## src/rtl/axi_read_slave_arbiter.sv

```systemverilog
// Per-slave AR arbiter with round-robin grant and an order FIFO that steers
// R bursts back to the master whose AR was accepted, in acceptance order.

module axi_read_slave_arbiter_lane (
    input  logic ar_sel,
    input  logic r_sel,
    input  logic s_arready,
    input  logic s_rvalid,
    output logic m_arready,
    output logic m_rvalid
);
    assign m_arready = ar_sel & s_arready;
    assign m_rvalid  = r_sel & s_rvalid;
endmodule

module axi_read_slave_arbiter #(
    parameter int MASTERS     = 2,
    parameter int ADDR_WIDTH  = 32,
    parameter int ID_WIDTH    = 4,
    parameter int DATA_WIDTH  = 32,
    parameter int OUTSTANDING = 4
) (
    input  logic                          ACLK,
    input  logic                          ARESETn,
    input  logic [MASTERS-1:0]            m_arvalid,
    output logic [MASTERS-1:0]            m_arready,
    input  logic [MASTERS*ADDR_WIDTH-1:0] m_araddr,
    input  logic [MASTERS*8-1:0]          m_arlen,
    input  logic [MASTERS*ID_WIDTH-1:0]   m_arid,
    output logic                          s_arvalid,
    input  logic                          s_arready,
    output logic [ADDR_WIDTH-1:0]         s_araddr,
    output logic [7:0]                    s_arlen,
    output logic [ID_WIDTH-1:0]           s_arid,
    input  logic                          s_rvalid,
    output logic                          s_rready,
    input  logic                          s_rlast,
    input  logic [DATA_WIDTH-1:0]         s_rdata,
    input  logic [1:0]                    s_rresp,
    input  logic [ID_WIDTH-1:0]           s_rid,
    output logic [MASTERS-1:0]            m_rvalid,
    input  logic [MASTERS-1:0]            m_rready,
    output logic [DATA_WIDTH-1:0]         m_rdata,
    output logic [1:0]                    m_rresp,
    output logic [ID_WIDTH-1:0]           m_rid,
    output logic                          m_rlast,
    output logic                          r_orphan_err
);
    localparam int GW = $clog2(MASTERS);
    localparam int PW = $clog2(OUTSTANDING);
    localparam int CW = PW + 1;
    localparam logic [GW-1:0] LAST_M   = GW'(MASTERS - 1);
    localparam logic [CW-1:0] FULL_CNT = CW'(OUTSTANDING);

    typedef enum logic {IDLE, GRANT} state_t;

    state_t        state, state_nxt;
    logic [GW-1:0] grant, rr_ptr, rr_pick;
    logic          req_found;
    int            rr_idx;

    logic [GW-1:0] fifo_mem [OUTSTANDING];
    logic [PW-1:0] wr_ptr, rd_ptr;
    logic [CW-1:0] count;
    logic [GW-1:0] head;
    logic          fifo_empty, can_grant, ar_hs, r_pop;

    assign fifo_empty = (count == '0);
    assign can_grant  = (count < FULL_CNT);
    assign head       = fifo_mem[rd_ptr];
    assign ar_hs      = s_arvalid & s_arready;
    assign s_rready   = !fifo_empty && m_rready[head];
    assign r_pop      = s_rvalid & s_rready & s_rlast;

    // Search upward from rr_ptr; MASTERS need not be a power of two, so wrap by compare.
    always_comb begin
        rr_pick   = rr_ptr;
        req_found = 1'b0;
        rr_idx    = 0;
        for (int k = 0; k < MASTERS; k++) begin
            rr_idx = int'(rr_ptr) + k;
            if (rr_idx >= MASTERS) rr_idx = rr_idx - MASTERS;
            if (!req_found && m_arvalid[rr_idx]) begin
                req_found = 1'b1;
                rr_pick   = GW'(rr_idx);
            end
        end
    end

    always_ff @(posedge ACLK) begin
        if (!ARESETn) state <= IDLE;
        else          state <= state_nxt;
    end

    always_comb begin
        state_nxt = state;
        case (state)
            IDLE:    if (req_found && can_grant) state_nxt = GRANT;
            GRANT:   if (ar_hs)                  state_nxt = IDLE;
            default: state_nxt = IDLE;
        endcase
    end

    always_comb begin
        s_arvalid = (state == GRANT);
    end

    always_ff @(posedge ACLK) begin
        if (!ARESETn) begin
            grant  <= '0;
            rr_ptr <= '0;
        end else begin
            if (state == IDLE && req_found && can_grant) grant <= rr_pick;
            if (ar_hs) rr_ptr <= (grant == LAST_M) ? '0 : grant + 1'b1;
        end
    end

    // Masters hold their slice stable while valid, so the mux needs no register.
    assign s_araddr = m_araddr[grant*ADDR_WIDTH +: ADDR_WIDTH];
    assign s_arlen  = m_arlen[grant*8 +: 8];
    assign s_arid   = m_arid[grant*ID_WIDTH +: ID_WIDTH];

    always_ff @(posedge ACLK) begin
        if (ARESETn && ar_hs) fifo_mem[wr_ptr] <= grant;
    end

    always_ff @(posedge ACLK) begin
        if (!ARESETn) begin
            wr_ptr <= '0;
            rd_ptr <= '0;
            count  <= '0;
        end else begin
            if (ar_hs) wr_ptr <= wr_ptr + 1'b1;
            if (r_pop) rd_ptr <= rd_ptr + 1'b1;
            case ({ar_hs, r_pop})
                2'b10:   count <= count + 1'b1;
                2'b01:   count <= count - 1'b1;
                default: count <= count;
            endcase
        end
    end

    always_ff @(posedge ACLK) begin
        if (!ARESETn)                     r_orphan_err <= 1'b0;
        else if (s_rvalid && fifo_empty)  r_orphan_err <= 1'b1;
    end

    genvar i;
    generate
        for (i = 0; i < MASTERS; i++) begin : g_lane
            axi_read_slave_arbiter_lane u_lane (
                .ar_sel    (state == GRANT && grant == GW'(i)),
                .r_sel     (!fifo_empty && head == GW'(i)),
                .s_arready (s_arready),
                .s_rvalid  (s_rvalid),
                .m_arready (m_arready[i]),
                .m_rvalid  (m_rvalid[i])
            );
        end
    endgenerate

    assign m_rdata = s_rdata;
    assign m_rresp = s_rresp;
    assign m_rid   = s_rid;
    assign m_rlast = s_rlast;

    a_no_overflow: assert property (@(posedge ACLK) disable iff (!ARESETn) ar_hs |-> count < FULL_CNT);
    a_rvalid_1hot: assert property (@(posedge ACLK) disable iff (!ARESETn) $onehot0(m_rvalid));

endmodule

```

## config.mk

```make
export PLATFORM = sky130hd
export DESIGN_NAME = axi_read_slave_arbiter
export DESIGN_NICKNAME = d
export VERILOG_FILES = /design/src/rtl/axi_read_slave_arbiter.sv
export SDC_FILE = /design/constraint.sdc
export NUM_CORES = 1
export LEC_CHECK = 0
export ABC_AREA = 1
export CORE_AREA = 2 2 87 89
export DETAILED_ROUTE_END_ITERATION = 7
export DIE_AREA = 0 0 89 91
export PLACE_DENSITY = 0.83
export SETUP_SLACK_MARGIN = 0.05
export SYNTH_ARGS = -nofsm -noshare
export SYNTH_HDL_FRONTEND = slang
export SYNTH_HIERARCHICAL = 1
export SYNTH_SLANG_ARGS = --single-unit
```

## constraint.sdc

```tcl
create_clock -name ACLK -period 2.3 [get_ports ACLK]
set_input_delay 0.23 -clock ACLK [delete_from_list [all_inputs] [get_ports ACLK]]
set_output_delay 0.23 -clock ACLK [all_outputs]
set_load 0.01 [all_outputs]
```

==> results of run 1 <==
==> cell families (layout without fill, tap and decap cells) <==
family,Yosys count,in the layout,share of synthesized area [%]
AO/OA/AOI/OAI,20,20,6.00
multiplexers,44,44,29.0
flip-flops,17,17,22.3
adder cells (fa/ha/maj),6,6,4.83
AND/OR/NAND/NOR,41,41,12.6
buffers and inverters,73,181,25.3
==> worst reg2reg max path: cells and delay by family, from the launching register on <==
kind | cells | cell delay [ns]
DFF | 1 | 0.36
AOI/OAI and AO/OA | 4 | 0.41
adders and majority gates | 2 | 0.49
buffers and inverters | 2 | 0.14
and+or+nand+nor | 6 | 0.52
==> metal layers <==
metal / up-vias / routed length [um] / track usage (%)
li1: 826 / - / -
met1: 728 / 1890 / 12.9
met2: 97 / 2770 / 21.7
met3: 13 / 444 / 3.09
met4: 0 / 159 / 4.60
met5: - / 0 / 0
==> layout make-up <==
| type | instances | area share (%) |
|---|---|---|
| Tap cell | 99 | 4.05 |
| Inverter | 28 | 3.43 |
| Clock buffer | 4 | 1.47 |
| Multi-Input combinational cell | 111 | 29.5 |
| Timing Repair Buffer | 149 | 49.1 |
| Sequential cell | 17 | 12.5 |
==> cell usage in the layout, fill, tap and decap left out, types with 3 or more instances in the layout <==
cell type / n
sky130_fd_sc_hd__clkdlybuf4s50_1: 148
sky130_fd_sc_hd__mux2_1: 44
sky130_fd_sc_hd__inv_1: 26
sky130_fd_sc_hd__nand2_1: 15
sky130_fd_sc_hd__nor2_1: 11
sky130_fd_sc_hd__a21oi_1: 11
sky130_fd_sc_hd__dfxtp_1: 11
sky130_fd_sc_hd__nand2_2: 5
sky130_fd_sc_hd__ha_1: 5
sky130_fd_sc_hd__o21ai_0: 4
sky130_fd_sc_hd__edfxtp_1: 4
sky130_fd_sc_hd__nand3_2: 3
sky130_fd_sc_hd__o21ai_1: 3
sky130_fd_sc_hd__clkbuf_8: 3
==> through the flow <==
step	setup WS [ns]	instances
6_report	0.274	408
5_1_grt	0.0738	408
2_1_floorplan	0.327	201
3_3_place_gp	0.115	404
3_5_place_dp	0.0762	404
4_1_cts	0.229	408
==> path summary, 6_finish.rpt <==
check	from	end	slack (ns)
hold / removal	r_orphan_err	r_orphan_err	0.46
setup / recovery	fifo_mem[3]	count[2]	0.27
setup reg to reg	fifo_mem[3]	count[2]	0.27
hold reg to reg	r_orphan_err	r_orphan_err	0.46
==> timing repair <==
action,CTS,global route
gates resized for setup,0,3
setup endpoints to repair,0,1
hold buffers,0,0
==> power by group through the flow <==
| stage | clock [mW] | sequential (mW) | combinational (mW) |
|---|---|---|---|
| floorplan | 0 | 0.337 | 0.251 |
| global placement | 0 | 0.337 | 0.515 |
| detailed placement | 0 | 0.337 | 0.521 |
| CTS | 0.233 | 0.330 | 0.525 |
| global route | 0.243 | 0.333 | 0.558 |
| finish | 0.225 | 0.331 | 0.519 |
==> metrics.log, run 1 <==
INFO  metric fin_tns_setup = 0 ns
INFO  metric crit_family = simple AND/OR/NAND/NOR gates
INFO  metric design_area = between 3000 and 4000 sq um
INFO  metric crit_fanout = 3
INFO  metric final_max_slew_viol_count = 0
INFO  metric cts_tree = built
INFO  metric setup_repair_after_global_routing_missed_its_margin = false
INFO  metric antenna_found_initial = 0
INFO  metric cp.depth = 14
INFO  metric syn-num-nets = ~340
INFO  metric clkSlewWorstSetupHoldPaths = approximately 0.07 ns
INFO  metric gp_congestion = a little over 0.7
INFO  metric power.density_cell_area = roughly 350 nW/um^2
INFO  metric initial_core_util = around a quarter
INFO  metric power.total = ~1.1 mW
INFO  metric async_flop_share = 0%
INFO  metric clock_sinks = 17
INFO  metric ys_seq_elements = 17
INFO  metric first_pass_iters = 4
INFO  metric io_buffer_count = between 100 and 150
INFO  metric power_switching = roughly 0.29 mW
INFO  metric core_area = between 7000 and 8000 sq um
INFO  metric viasPerCell = between 4 and 5
INFO  metric timing.max_slew.rel_slack = 78.9%
INFO  metric setup_viol = 0
INFO  metric max_cap_violations = 0
INFO  metric synthDistinctLibCells = 24
INFO  metric outcome = finished clean
INFO  metric seqCellArea = about 380 sq um
INFO  metric clkLatencyLatePin = approximately 0.25 ns
INFO  metric post_drt_wl_per_cell = about 13 um
INFO  metric h-tree-depth = 1
INFO  metric critPathArrivalTime = 2.17 ns
INFO  metric dpl.hpwl = between 4000 and 5000 um
INFO  metric fin_util = 42.9%
INFO  metric sum_of_buffers_and_inverters_on_the_critical_path = 2
INFO  metric die_height = between 90 and 100 um
INFO  metric switching_share = a little over a quarter
INFO  metric final_min_period_over_clock_period = 88.1%
INFO  metric final_number_of_hold_violating_endpoints = 0
INFO  metric cts_post_setup_buffers_inserted = 0
INFO  metric share_seq_of_total_power = 30.8%
INFO  metric cts_buffers = 3
INFO  metric num-nets-final = roughly 450
INFO  metric post-route-drc-count = 0
INFO  metric worstSetupPathType = reg2reg
INFO  metric worst_stage_delay_on_the_critical_path = between 0.3 and 0.4 ns
INFO  metric vias = approximately 1700
INFO  metric yosys_most_used_dff = sky130_fd_sc_hd__dfxtp_1
INFO  metric syn_to_final_growth = 79.1%
INFO  metric yosys-top-cells-count = sky130_fd_sc_hd__mux2_1, sky130_fd_sc_hd__buf_4, sky130_fd_sc_hd__inv_1
INFO  metric route.antenna.remaining_nets = 0
INFO  metric logic_depth_of_the_worst_register_to_register_path = 14
INFO  metric comb_pwr_share = between 40% and 50%
INFO  metric synth_area_leaders = sky130_fd_sc_hd__mux2_1, sky130_fd_sc_hd__buf_4, sky130_fd_sc_hd__dfxtp_1
INFO  metric synth-seq-area-share = between 20% and 30%
INFO  metric std_cell_rows = 31
INFO  metric leakage_power = approximately 1.2 nW
INFO  metric netlist.area_leader.share = 29.0%
INFO  metric grt_pass1_vias = ~1700
INFO  metric min_path_type = reg2reg
INFO  metric die_area = just over 8000 sq um
INFO  metric grt_pass1_wl = between 7000 and 8000 um
INFO  metric post-synth-top-area-cell = sky130_fd_sc_hd__mux2_1
INFO  metric synth-edff-count = 4
INFO  metric final_period_minus_worst_setup_slack = roughly 2 ns
INFO  metric synth.most_common_cell = sky130_fd_sc_hd__mux2_1
INFO  metric gr-usage-all-layers = 12.0%
INFO  metric slowest_stage = sky130_fd_sc_hd__edfxtp_1
INFO  metric power.share.clock = between 20% and 30%
INFO  metric worst_hold_slack = between 0.4 and 0.5 ns
INFO  metric fmaxAchievable = around 500 MHz
INFO  metric peakVddDrop = 0.171 mV
INFO  metric detail_route.wirelength = 5270 um
INFO  metric mappedNetlistArea = between 1500 and 2000 sq um
INFO  metric root_buffer = sky130_fd_sc_hd__clkbuf_8
INFO  metric worstPathRequired = between 2 and 2.5 ns
INFO  metric internal_power = a little under 0.8 mW
INFO  metric critPathCaptureType = register
INFO  metric worst_clock_skew = roughly 0.0058 ns
INFO  metric detail_route.iter0.violations = 42
INFO  metric multi_input_comb_area = 902 sq um
INFO  metric startpoint_type = register
INFO  metric holdPathStages = 2
INFO  metric max_clock_buf_depth = 2
INFO  metric num_antenna_cells = 0
INFO  metric avgSynthCellArea = 8.50 sq um
INFO  metric n_fill_cell = 700
INFO  metric placed_cell_area = between 3000 and 4000 sq um
INFO  metric die_width = 89 um
INFO  metric grt_start_max_net_pins = 53
INFO  metric tightestPinTransition = ~0.32 ns
INFO  metric floorplan.io_pins = 225
INFO  metric crit_chain = nand2_1, nand3_2, nand3_2, nand2_2, nor2_4, nand2_2, inv_1, ha_1, inv_1, fa_2, a21oi_2, o21ai_1, o21ai_0, a21oi_1
INFO  metric syn-instance-count = 201
INFO  metric grt.overflow.total = 0
INFO  metric ys_warnings = 6
INFO  metric final_layout_size_suffix_gt1_share = about 6.8%
(Power assumes the default switching activity.)
==> run 2: changes to the inputs <==
Settings changed: REMOVE_ABC_BUFFERS from default to 1.
==> metrics.log, run 2 (synthesis gave the netlist of run 1 again) <==
INFO  metric io_buffer_count = 148 (unchanged)
INFO  metric route.antenna.remaining_nets = 0 (unchanged)
INFO  metric placed_cell_area = 3010 sq um (unchanged)
INFO  metric slowest_stage = sky130_fd_sc_hd__clkdlybuf4s50_1
INFO  metric max_clock_buf_depth = 2 (unchanged)
INFO  metric cts_buffers = 3 (unchanged)
INFO  metric final_layout_size_suffix_gt1_share = 6.80% (unchanged)
INFO  metric worst_stage_delay_on_the_critical_path = 0.50 ns (+0.14 ns)
INFO  metric gr-usage-all-layers = 18.9% (+7.0 points)
INFO  metric design_area = 3060 sq um (about the same)
INFO  metric switching_share = 27.4% (+0.078 points)
INFO  metric dpl_worst_slack = 0.0718 ns (-0.00436 ns)
INFO  metric die_area = 8100 sq um (unchanged)
INFO  metric clock_sinks = 17 (unchanged)
INFO  metric die_height = 91 um (unchanged)
INFO  metric cts_tree = built
INFO  metric max_cap_violations = 0 (unchanged)
INFO  metric worstPathRequired = 2.07 ns (-0.38 ns)
INFO  metric n_fill_cell = 710 (+1.4%)
INFO  metric viasPerCell = 4.39 (+7.6%)
INFO  metric final_period_minus_worst_setup_slack = 2.01 ns (-0.0175 ns)
INFO  metric internal_power = 0.778 mW (-0.37%)
INFO  metric final_min_period_over_clock_period = 87.3% (-0.76 points)
INFO  metric cts_post_setup_buffers_inserted = 0 (unchanged)
INFO  metric power.share.clock = 20.5% (-0.4 points)
INFO  metric outcome = finished clean
INFO  metric power_switching = 0.294 mW (about the same)
INFO  metric clkLatencyLatePin = 0.25 ns (about the same)
INFO  metric startpoint_type = register
INFO  metric fin_util = 42.8% (about the same)
INFO  metric syn_to_final_growth = 78.9% (about the same)
INFO  metric dpl.hpwl = 7400 um (+63%)
INFO  metric comb_pwr_share = 48.6% (+0.3 points)
INFO  metric std_cell_rows = 31 (unchanged)
INFO  metric first_pass_iters = 4 (unchanged)
INFO  metric critPathArrivalTime = 1.78 ns (-0.39 ns)
INFO  metric most_used_cells_in_the_layout_excluding_fill_and_tap_cells = sky130_fd_sc_hd__clkdlybuf4s50_1, sky130_fd_sc_hd__mux2_1, sky130_fd_sc_hd__inv_1, sky130_fd_sc_hd__nand2_1, sky130_fd_sc_hd__a21oi_1
INFO  metric detail_route.iter0.violations = 60 (+43%)
INFO  metric h-tree-depth = 1 (unchanged)
INFO  metric worst_clock_skew = 0.00618 ns (+0.000420 ns)
INFO  metric antenna_found_initial = 0 (unchanged)
INFO  metric crit_chain = buf_12, mux2_1, clkdlybuf4s50_1
INFO  metric initial_core_util = 23.9% (unchanged)
INFO  metric root_buffer = sky130_fd_sc_hd__clkbuf_8
INFO  metric min_path_type = reg2reg
INFO  metric peakVddDrop = 0.180 mV (+5.4%)
INFO  metric cts_hold_repair.buffers = 0 (unchanged)
INFO  metric power.total = 1.07 mW (-0.26%)
INFO  metric crit_fanout = 52 (+49)
INFO  metric vias = 1791 (+7.6%)
INFO  metric fin_tns_setup = 0 ns (unchanged)
INFO  metric timing.max_slew.rel_slack = 79.5% (+0.62 points)
INFO  metric setup_viol = 0 (unchanged)
INFO  metric critPathCaptureType = output port
INFO  metric worstSetupPathType = reg2out
INFO  metric final.setup.worst_slack = 0.291 ns (+0.0175 ns)
INFO  metric fmaxAchievable = 498 MHz (+0.87%)
INFO  metric cp.depth = 3 (-11)
INFO  metric die_width = 89 um (unchanged)
INFO  metric most_frequent_standard_cell_in_the_layout_excluding_fill_and_tap_cells = sky130_fd_sc_hd__clkdlybuf4s50_1
INFO  metric share_seq_of_total_power = 30.9% (about the same)
INFO  metric floorplan.io_pins = 225 (unchanged)
INFO  metric core_area = 7140 sq um (unchanged)
INFO  metric num_antenna_cells = 0 (unchanged)
INFO  metric post_drt_wl_per_cell = 19.9 um (+54%)
INFO  metric gp_congestion = 0.781 (+9.1%)
INFO  metric logic_depth_of_the_worst_register_to_register_path = 14 (unchanged)
INFO  metric detail_route.wirelength = 8140 um (+54%)
INFO  metric crit_family = buffers and inverters
INFO  metric grt_pass1_wl = 11000 um (+43%)
INFO  metric sum_of_buffers_and_inverters_on_the_critical_path = 2 (unchanged)
INFO  metric power.density_cell_area = 351 nW/um^2 (-0.18%)
INFO  metric holdPathStages = 2 (unchanged)
INFO  metric setup_repair_after_global_routing_missed_its_margin = false
INFO  metric grt_start_max_net_pins = 53 (unchanged)
INFO  metric final_number_of_hold_violating_endpoints = 0 (unchanged)
INFO  metric final_max_slew_viol_count = 0 (unchanged)
INFO  metric postCtsResizedCells = 0 (unchanged)
INFO  metric tightestPinTransition = 0.307 ns (-0.00920 ns)
INFO  metric leakage_power = 1.20 nW (+0.20%)
INFO  metric clkSlewWorstSetupHoldPaths = 0.07 ns (about the same)
INFO  metric grt_pass1_vias = 1856 (+12%)
INFO  metric post-route-drc-count = 0 (unchanged)
INFO  metric num-nets-final = 451 (unchanged)
INFO  metric grt.overflow.total = 0 (unchanged)
[run 2: per-stage QoR]
| stage | instances | hold slack [ns] |
|---|---|---|
| after global routing | 408 | 0.460 |
| after global placement | 404 | 0.437 |
| after CTS | 408 | 0.457 |
| after detailed placement | 404 | 0.447 |
| after floorplan | 156 | 0.363 |
| final | 408 | 0.454 |
[run 2: power groups by stage]
stage	Sequential [mW]	Combinational (mW)	Clock, mW
after global placement	0.337	0.514	0
final	0.331	0.521	0.220
after CTS	0.331	0.528	0.221
after global routing	0.333	0.562	0.232
after floorplan	0.352	0.160	0
after detailed placement	0.337	0.524	0
[run 2: final timing paths]
check | start | to | slack, ns
worst min-delay path | r_orphan_err | r_orphan_err | 0.45
worst max-delay path | grant | s_arlen[5] | 0.29
worst min register to register | r_orphan_err | r_orphan_err | 0.45
worst max register to register | fifo_mem[1] | count[2] | 0.29
[run 2: cell type report]
class	count	area, sq um	area share, %
repair buffers	149	1500	49.1
multi-input cells	111	898	29.4
flip-flops and latches	17	383	12.5
well taps	99	124	4.05
inverters	28	105	3.44
clock buffers	3	41.3	1.35
clock inverters	1	5.00	0.164
[run 2: per-layer routing]
metal | global-route usage (%) | part of all wire [%]
met1 | 15.8 | 29
met2 | 33.3 | 47
met3 | 14.2 | 19
met4 | 5.97 | 3.5
met5 | 6.29 | 0.59
[run 2: worst reg2reg max path, stage by stage, from the launching register on]
cell	delay [ns]
sky130_fd_sc_hd__edfxtp_1	0.37
sky130_fd_sc_hd__nand2_1	0.08
sky130_fd_sc_hd__nand3_2	0.11
sky130_fd_sc_hd__nand3_2	0.11
sky130_fd_sc_hd__nand2_2	0.07
sky130_fd_sc_hd__nor2_4	0.09
sky130_fd_sc_hd__nand2_2	0.07
sky130_fd_sc_hd__inv_1	0.06
sky130_fd_sc_hd__ha_1	0.13
sky130_fd_sc_hd__inv_1	0.07
sky130_fd_sc_hd__fa_2	0.35
sky130_fd_sc_hd__a21oi_1	0.14
sky130_fd_sc_hd__o21ai_1	0.09
sky130_fd_sc_hd__o21ai_1	0.12
sky130_fd_sc_hd__a21oi_1	0.05
